$ cat src/rtl/vga_ordered_dither.sv
// 4x4 ordered (Bayer) dither from IN_W to OUT_W bits per channel, two-pixel latency, CE-gated.
// Optional frame-rotating pattern: define VGA_DITHER_TEMPORAL_EN.
module vga_ordered_dither #(
    parameter int   IN_W        = 8,
    parameter int   OUT_W       = 6,
    parameter logic SYNC_ACTIVE = 1'b0
) (
    input  logic             CLK_VIDEO,
    input  logic             RESET_N,
    input  logic             CE_PIXEL,
    input  logic             ENABLE,
    input  logic [IN_W-1:0]  R_IN,
    input  logic [IN_W-1:0]  G_IN,
    input  logic [IN_W-1:0]  B_IN,
    input  logic             HS_IN,
    input  logic             VS_IN,
    input  logic             DE_IN,
    output logic [OUT_W-1:0] VGA_R,
    output logic [OUT_W-1:0] VGA_G,
    output logic [OUT_W-1:0] VGA_B,
    output logic             VGA_HS,
    output logic             VGA_VS,
    output logic             VGA_DE
);

    localparam int DROP = IN_W - OUT_W;

    generate
        if (DROP < 1 || DROP > 4) begin : g_bad_drop
            $error("vga_ordered_dither: IN_W-OUT_W must be in 1..4");
        end
    endgenerate

    localparam logic [3:0] BAYER [16] = '{
        4'd0,  4'd8,  4'd2,  4'd10,
        4'd12, 4'd4,  4'd14, 4'd6,
        4'd3,  4'd11, 4'd1,  4'd9,
        4'd15, 4'd7,  4'd13, 4'd5
    };

    function automatic logic [3:0] bayer_thr(input logic [1:0] y, input logic [1:0] x);
        return BAYER[{y, x}] >> (4 - DROP);
    endfunction

    // Carry out of the (IN_W+1)-bit sum clamps to full scale instead of wrapping.
    function automatic logic [OUT_W-1:0] dither_sat(input logic [IN_W-1:0] c, input logic [3:0] thr);
        logic [IN_W:0] sum;
        sum = {1'b0, c} + (IN_W+1)'(thr);
        if (sum[IN_W]) return '1;
        return sum[IN_W-1:DROP];
    endfunction

    logic [1:0]      px_q, px_d, py_q, py_d;
    logic [1:0]      x_cur, x_idx, y_idx;
    logic            de_rise, de_fall, vs_start;
    logic [3:0]      thr_d, thr_p1_q;
    logic [IN_W-1:0] r_p1_q, g_p1_q, b_p1_q;
    logic            vld_p1_q, hs_p1_q, vs_p1_q;
    logic [OUT_W-1:0] vga_r_q, vga_g_q, vga_b_q;
    logic            vga_hs_q, vga_vs_q, vga_de_q;
`ifdef VGA_DITHER_TEMPORAL_EN
    logic [1:0]      frame_q, frame_d;
`endif

    // Stage-1 DE/VS registers double as the edge-detect history; they share reset value and enable.
    always_comb begin
        de_rise  = DE_IN & ~vld_p1_q;
        de_fall  = ~DE_IN & vld_p1_q;
        vs_start = (VS_IN == SYNC_ACTIVE) && (vs_p1_q != SYNC_ACTIVE);
        // px_q holds the column of the next active pixel; a DE rise forces the current one to 0.
        x_cur    = de_rise ? 2'd0 : px_q;
        px_d     = px_q;
        if (de_rise)    px_d = 2'd1;
        else if (DE_IN) px_d = px_q + 2'd1;
        py_d     = py_q;
        if (vs_start)     py_d = 2'd0;
        else if (de_fall) py_d = py_q + 2'd1;
`ifdef VGA_DITHER_TEMPORAL_EN
        frame_d  = vs_start ? frame_q + 2'd1 : frame_q;
        x_idx    = x_cur ^ frame_q;
        y_idx    = py_q ^ {frame_q[0], frame_q[1]};
`else
        x_idx    = x_cur;
        y_idx    = py_q;
`endif
        thr_d    = ENABLE ? bayer_thr(y_idx, x_idx) : 4'd0;
    end

    always_ff @(posedge CLK_VIDEO or negedge RESET_N) begin
        if (!RESET_N) begin
            px_q     <= 2'd0;
            py_q     <= 2'd0;
`ifdef VGA_DITHER_TEMPORAL_EN
            frame_q  <= 2'd0;
`endif
            vld_p1_q <= 1'b0;
            hs_p1_q  <= ~SYNC_ACTIVE;
            vs_p1_q  <= ~SYNC_ACTIVE;
            vga_r_q  <= '0;
            vga_g_q  <= '0;
            vga_b_q  <= '0;
            vga_hs_q <= ~SYNC_ACTIVE;
            vga_vs_q <= ~SYNC_ACTIVE;
            vga_de_q <= 1'b0;
        end else if (CE_PIXEL) begin
            px_q     <= px_d;
            py_q     <= py_d;
`ifdef VGA_DITHER_TEMPORAL_EN
            frame_q  <= frame_d;
`endif
            // stage 1: control
            vld_p1_q <= DE_IN;
            hs_p1_q  <= HS_IN;
            vs_p1_q  <= VS_IN;
            // stage 2: dithered colour, blanked outside active video
            vga_r_q  <= vld_p1_q ? dither_sat(r_p1_q, thr_p1_q) : '0;
            vga_g_q  <= vld_p1_q ? dither_sat(g_p1_q, thr_p1_q) : '0;
            vga_b_q  <= vld_p1_q ? dither_sat(b_p1_q, thr_p1_q) : '0;
            vga_hs_q <= hs_p1_q;
            vga_vs_q <= vs_p1_q;
            vga_de_q <= vld_p1_q;
        end
    end

    // stage 1: colour and threshold (no reset; masked by vld_p1_q downstream)
    always_ff @(posedge CLK_VIDEO) begin
        if (CE_PIXEL) begin
            r_p1_q   <= R_IN;
            g_p1_q   <= G_IN;
            b_p1_q   <= B_IN;
            thr_p1_q <= thr_d;
        end
    end

    assign VGA_R  = vga_r_q;
    assign VGA_G  = vga_g_q;
    assign VGA_B  = vga_b_q;
    assign VGA_HS = vga_hs_q;
    assign VGA_VS = vga_vs_q;
    assign VGA_DE = vga_de_q;

endmodule
$ cat config.mk
export PLATFORM = sky130hd
export DESIGN_NAME = vga_ordered_dither
export DESIGN_NICKNAME = d
export VERILOG_FILES = /design/src/rtl/vga_ordered_dither.sv
export SDC_FILE = /design/constraint.sdc
export NUM_CORES = 1
export LEC_CHECK = 0
export ABC_AREA = 1
export BUFFER_PORTS_ARGS = -buffer_cell sky130_fd_sc_hd__clkbuf_2
export CAP_MARGIN = 0
export CORE_UTILIZATION = 40
export CTS_BUF_LIST = sky130_fd_sc_hd__clkbuf_2
export CTS_CLUSTER_DIAMETER = 120
export DETAILED_ROUTE_END_ITERATION = 7
export PLACE_DENSITY = 0.69
export SYNTH_ARGS = -nofsm -noshare
export SYNTH_HDL_FRONTEND = slang
export SYNTH_SLANG_ARGS = --single-unit
$ cat constraint.sdc
create_clock -name CLK_VIDEO -period 3.8 [get_ports CLK_VIDEO]
set_input_delay 0.76 -clock CLK_VIDEO [delete_from_list [all_inputs] [get_ports CLK_VIDEO]]
set_output_delay 0.76 -clock CLK_VIDEO [all_outputs]
set_load 0.02 [all_outputs]
==> flow_summary.toml, run 1 <==
[route]
via_count = 1827
detail_route.first_pass.iterations = 4
drtIter0Drc = 161
drcViolationCount = 0
final_antenna_net_count = 0
average_wire_per_standard_cell_um = 11.6
routed_wl_um = 4460
vias_per_cell = 4.76

[critical_path]
critical_path.endpoint_type = "primary output"
timing.reg2reg.worst_path_depth = 8
start_kind = "flop"
logic_depth_of_the_worst_path_buffers_included = 1
path_buf_inv = 1
critical_path_max_stage_delay_ns = 0.59
critical_path_required_ns = 3.04
crit_fanout = 2
critPathSlowestCell = "dfstp_2"
timing_worst_setup_path_type = "flop to primary output"
rrSetupSlack_ns = 2.25
crit-reg2reg-launch = "thr_p1_q[1]"
reg2reg_to = "VGA_G[2]"
cp_cell_sequence = "clkbuf_2"
critical-path-top-delay-family = "flip-flops"
critPathArrivalTime_ns = 1.17

[final_layout]
drive_above_1_share = 0.234
fin_nets = 345
flow.area_growth_from_synthesis_pct = 15.4
layout.filler_cells = 526
antennaDiodeCount = 0
post-route-cell-area_um2 = 2770

[clock_tree]
clock_tree_from_tritoncts = "built"
cts_made_buffers = 5
root_buffer = "clkbuf_2"
clkTransAtPathRegs_ns = 0.24
cts_hold_buffers = 0
cts_num_sinks = 52
post_cts.repair.setup_buffers = 0
ctsLongestPathBuffers = 2
number_of_gates_resized_after_cts = 0
h-tree-depth = 2
worstSkewPairLatency_ns = 0.42

[yosys]
synth_enable_flop_cells = 26
syn_area_um2 = 2400
most_common_cell_in_the_synthesized_netlist = "nand2_1"
ys_top_cells_by_count = "nand2_1, edfxtp_1, inv_1"
post_synth_inst_count = 257
synth.yosys.warnings = 0
mappedNetlistNets = 291
yosys_reg_bits = 52
synth_top_cell_area_share = 0.325
synth_seq_area_share = 0.598
synth_async_sr_flop_share = 0.500
synth_top_cells_by_area = "edfxtp_1, dfrtp_1, nand2_1"
mean_cell_area_of_the_mapped_netlist_um2 = 9.35
ys_dominant_reg_cell = "edfxtp_1"
synth_cell_type_count = 27
synth_top_cell_by_area = "edfxtp_1"

[placement]
port_buffers = 51
placed_cell_area_um2 = 2710
globalplace.congestion = 0.810
dp.final_hpwl_um = 3250

[job]
max-cap-violations = 0

[die]
start_util = 0.426
io_pins = 52
core_um2 = 5640
die-width_um = 79.5
fp.dieH_um = 79.5
rows = 27
die_area_um2 = 6320

[timing]
finClkSkew_ns = 0.0137
final.setup.tns_ns = 0
worstMarginPinSlew_ns = 0.753
maxSlewHeadroom = 0.498
final_critical_period_ns = 1.93
rsz0062_at_grt = "false"
slew_viol_final = 0
report.final.hold_viol_count = 0
timing.fmax_mhz = 517
setup-violations-final = 0
timing.final.crit_share = 0.509

[power_and_ir_drop]
worst_ir_drop_vdd_v = 0.000186
switching_share = 0.289
power.share.clock = 0.232
power_frac_comb = 0.172
netSwitchingPower_mw = 0.339
cellLeakagePower_nw = 1.42
finalPower_mw = 1.17
cellInternalPower_mw = 0.835
seqPwrFrac = 0.596
power-per-cell-area_nw_per_um2 = 423

[global_routing]
gr_util_all_layers = 0.158
largest_net_degree_at_the_start_of_global_routing = 33
grt-ovfl-total = 0
number_of_global_route_vias_before_repair = 1699
grt_pass1_wl_um = 7640
antenna_violations_before_repair = 0

[hold_path]
timing.hold.worst.class = "input pin to asynchronous set/reset pin"

[status]
outcome = "completed"
==> how the worst max path moves through the flow <==
stage	startpoint	end	slack [ns]
detailed placement	CE_PIXEL	VGA_G[4]	1.44
CTS	VGA_VS	VGA_VS	1.85
global route	CE_PIXEL	VGA_R[4]	1.72
global placement	CE_PIXEL	VGA_R[0]	1.49
floorplan	CE_PIXEL	VGA_B[5]	2.39
finish	VGA_VS	VGA_VS	1.87
==> flip-flops by register name, summed over array words and instances, names as in the netlist, 2 cells and up <==
register and flops:
VGA_B 6, thr_p1_q 2, r_p1_q 8, b_p1_q 8, VGA_G 6, g_p1_q 8
VGA_R 6
==> power groups by stage <==
stage	clock network (mW)	registers [mW]	logic (mW)
2_1_floorplan	0	0.728	0.108
3_3_place_gp	0	0.710	0.199
3_5_place_dp	0	0.711	0.204
4_1_cts	0.284	0.700	0.205
5_1_grt	0.303	0.708	0.232
6_report	0.273	0.699	0.202
==> final cells by class <==
type / instances / area (um2) / share of cell area
well taps: 72 / 90.1 / 0.0325
clock inverters: 3 / 37.5 / 0.0135
repair buffers: 51 / 255 / 0.0921
clock buffers: 5 / 25.0 / 0.00903
flip-flops and latches: 52 / 1440 / 0.518
multi-input cells: 174 / 827 / 0.298
inverters: 27 / 101 / 0.0366
==> logic make-up (layout without fill, tap and decap cells) <==
logic type               count (synthesis)  in the layout  share of synthesized area
AND/OR/NAND/NOR                        149            149                      0.277
flip-flops                              52             52                      0.598
buffers and inverters                   31             86                     0.0578
AO/OA/AOI/OAI                           19             19                     0.0406
adder cells (fa/ha/maj)                  3              3                     0.0156
XOR/XNOR                                 3              3                     0.0109
==> cell usage in the layout (no fill, tap or decap), types with 2 or more instances in the layout <==
master    count
nand2_2       4
inv_1        25
nand2_1     106
dfstp_2       4
o21ai_1       2
nand3b_2      2
a21oi_1       7
nor2_1        5
clkbuf_2     56
ha_1          3
dfrtp_1      22
xnor2_1       3
nand3_1      14
clkinv_1      3
nor2_2        2
edfxtp_1     26
nand4_1       9
nand3b_1      4
o21ai_0       9
==> per-stage QoR <==
stage | utilization | worst slack [ns] | std cells | hold WS (ns)
2_1_floorplan | - | 2.39 | 257 | 0.443
3_3_place_gp | 0.480 | 1.49 | 376 | 0.459
3_5_place_dp | 0.480 | 1.44 | 376 | 0.456
4_1_cts | 0.491 | 1.85 | 384 | 0.307
5_1_grt | 0.491 | 1.72 | 384 | 0.297
6_report | 0.491 | 1.87 | 384 | 0.299
==> routing by layer <==
layer / wire length (um) / track usage
met5: 0 / 0
met4: 82 / 0.0727
met3: 182 / 0.0331
met2: 2050 / 0.248
met1: 2150 / 0.208
(Power assumes the default switching activity.)
==> inputs of run 2 (changes only) <==
==> constraint.sdc (replaced) <==
create_clock -name CLK_VIDEO -period 2 [get_ports CLK_VIDEO]
set_input_delay 0.4 -clock CLK_VIDEO [delete_from_list [all_inputs] [get_ports CLK_VIDEO]]
set_output_delay 0.4 -clock CLK_VIDEO [all_outputs]
set_load 0.02 [all_outputs]
==> run 2 against run 1 <==
  * Via count fell by 0.71%
  * Clock skew rose by 0.0061 ns
  * Routed wire length fell by 0.40%
  * First-iteration DRC count fell by 54%
  * Utilization rose by 0.38 points
  * Largest power group unchanged
  * Highest routed layer unchanged
==> flow_summary.toml, run 2 (same netlist as run 1, synthesis figures left out) <==
[timing]
fin_hold_ws_ns = 0.116
rsz0062_at_grt = "false"
final.setup.tns_ns = 0
timing.fmax_mhz = 625
postLayoutSetupSlackWorst_ns = 0.399
maxSlewHeadroom = 0.562
timing.final.crit_share = 0.800
finClkSkew_ns = 0.0198
report.final.hold_viol_count = 0
worstMarginPinSlew_ns = 0.656
final_critical_period_ns = 1.60
slew_viol_final = 0
setup-violations-final = 0

[global_routing]
grt_pass1_wl_um = 7550
grt-ovfl-total = 0
largest_net_degree_at_the_start_of_global_routing = 32
antenna_violations_before_repair = 0
number_of_global_route_vias_before_repair = 1712
gr_util_all_layers = 0.156

[clock_tree]
h-tree-depth = 2
number_of_gates_resized_after_cts = 0
post_cts.repair.setup_buffers = 0
worstSkewPairLatency_ns = 0.43
clock_tree_from_tritoncts = "built"
clkTransAtPathRegs_ns = 0.26
root_buffer = "clkbuf_2"
cts_made_buffers = 5
ctsLongestPathBuffers = 2
cts_num_sinks = 52

[hold_path]
timing.hold.worst.start = "G_IN[4]"
hold_path_end = "g_p1_q[4]"
timing.hold.worst.class = "input pin to flop"
worstHoldPathCells = 1

[final_layout]
layout.core_utilization = 0.495
layout_commonest_cell = "nand2_1"
flow.area_growth_from_synthesis_pct = 16.3
biggestRegsByFlops = "b_p1_q (8), g_p1_q (8), r_p1_q (8)"
drive_above_1_share = 0.244
layout_common_cells = "nand2_1, clkbuf_2, edfxtp_1"
antennaDiodeCount = 0
fin_nets = 349

[power_and_ir_drop]
cellLeakagePower_nw = 1.43
power.share.clock = 0.191
worst_ir_drop_vdd_v = 0.000365
power-per-cell-area_nw_per_um2 = 760
seqPwrFrac = 0.624
switching_share = 0.308
power_frac_comb = 0.185
cellInternalPower_mw = 1.47
netSwitchingPower_mw = 0.654

[route]
average_wire_per_standard_cell_um = 11.5
final_antenna_net_count = 0
drtIter0Drc = 74
detail_route.first_pass.iterations = 4
vias_per_cell = 4.68
routed_wl_um = 4450
drcViolationCount = 0
via_count = 1814

[die]
die-width_um = 79.5
start_util = 0.426
core_um2 = 5640
io_pins = 52
fp.dieH_um = 79.5
die_area_um2 = 6320
rows = 27

[critical_path]
rrSetupSlack_ns = 0.54
path_buf_inv = 1
critical_path.endpoint_type = "primary output"
critPathSlowestCell = "dfstp_2"
reg2reg_to = "VGA_R[3]"
cp_cell_sequence = "clkbuf_2"
start_kind = "flop"
critical_path_max_stage_delay_ns = 0.61
timing.reg2reg.worst_path_depth = 7
crit-reg2reg-launch = "thr_p1_q[1]"
critPathArrivalTime_ns = 1.20
timing_worst_setup_path_type = "flop to primary output"
crit_fanout = 2
critical_path_required_ns = 1.60
critical-path-top-delay-family = "flip-flops"

[placement]
dp.final_hpwl_um = 3250
globalplace.congestion = 0.828
port_buffers = 51
placement.setup.worst_slack_ns = 0.530

[status]
outcome = "completed"

[job]
max-cap-violations = 0
==> run 2: changes by cell type in the layout (fill, tap and decap cells not counted), sizes merged <==
cell / delta
buf: +3
bufinv: -1
clkinv: +1
dlygate4sd3: +1
==> run 2: cell type report <==
type                    instances  area (um2)
flip-flops and latches         52        1440
well taps                      72        90.1
clock buffers                   5        25.0
clock inverters                 3        13.8
inverters                      27         101
fillers                       519        2850
repair buffers                 55         300
multi-input cells             174         827
==> run 2: power groups by stage <==
stage,registers (mW),logic (mW),clock network (mW)
finish,1.33,0.394,0.405
CTS,1.33,0.401,0.422
detailed placement,1.35,0.397,0
global route,1.34,0.450,0.470
floorplan,1.38,0.205,0
global placement,1.35,0.389,0
==> run 2: what timing repair did <==
action,4_1_cts,5_1_grt
hold buffers,1,0
hold endpoints to repair,22,0
setup endpoints to repair,0,0
==> run 2: layer usage <==
layer,global-route usage,part of all wire
met3,0.0411,0.044
met2,0.271,0.48
met4,0.0636,0.014
met5,0,0
met1,0.181,0.46
==> run 2: stage by stage <==
step | area [um2] | std cells | power [mW]
finish | 2790 | 388 | 2.12
global route | 2790 | 388 | 2.26
CTS | 2790 | 388 | 2.15
detailed placement | 2750 | 379 | 1.74
global placement | 2750 | 379 | 1.74
floorplan | 2400 | 257 | 1.59
==> run 2: worst max path at each step <==
stage	startpoint	endpoint	slack, ns	cells past startpoint
2_1_floorplan	thr_p1_q[1]	VGA_G[1]	0.67	9
3_3_place_gp	thr_p1_q[1]	VGA_G[1]	0.55	9
3_5_place_dp	CE_PIXEL	py_q[0]	0.53	7
4_1_cts	VGA_VS	VGA_VS	0.38	1
5_1_grt	VGA_VS	VGA_VS	0.30	1
6_report	VGA_VS	VGA_VS	0.40	1
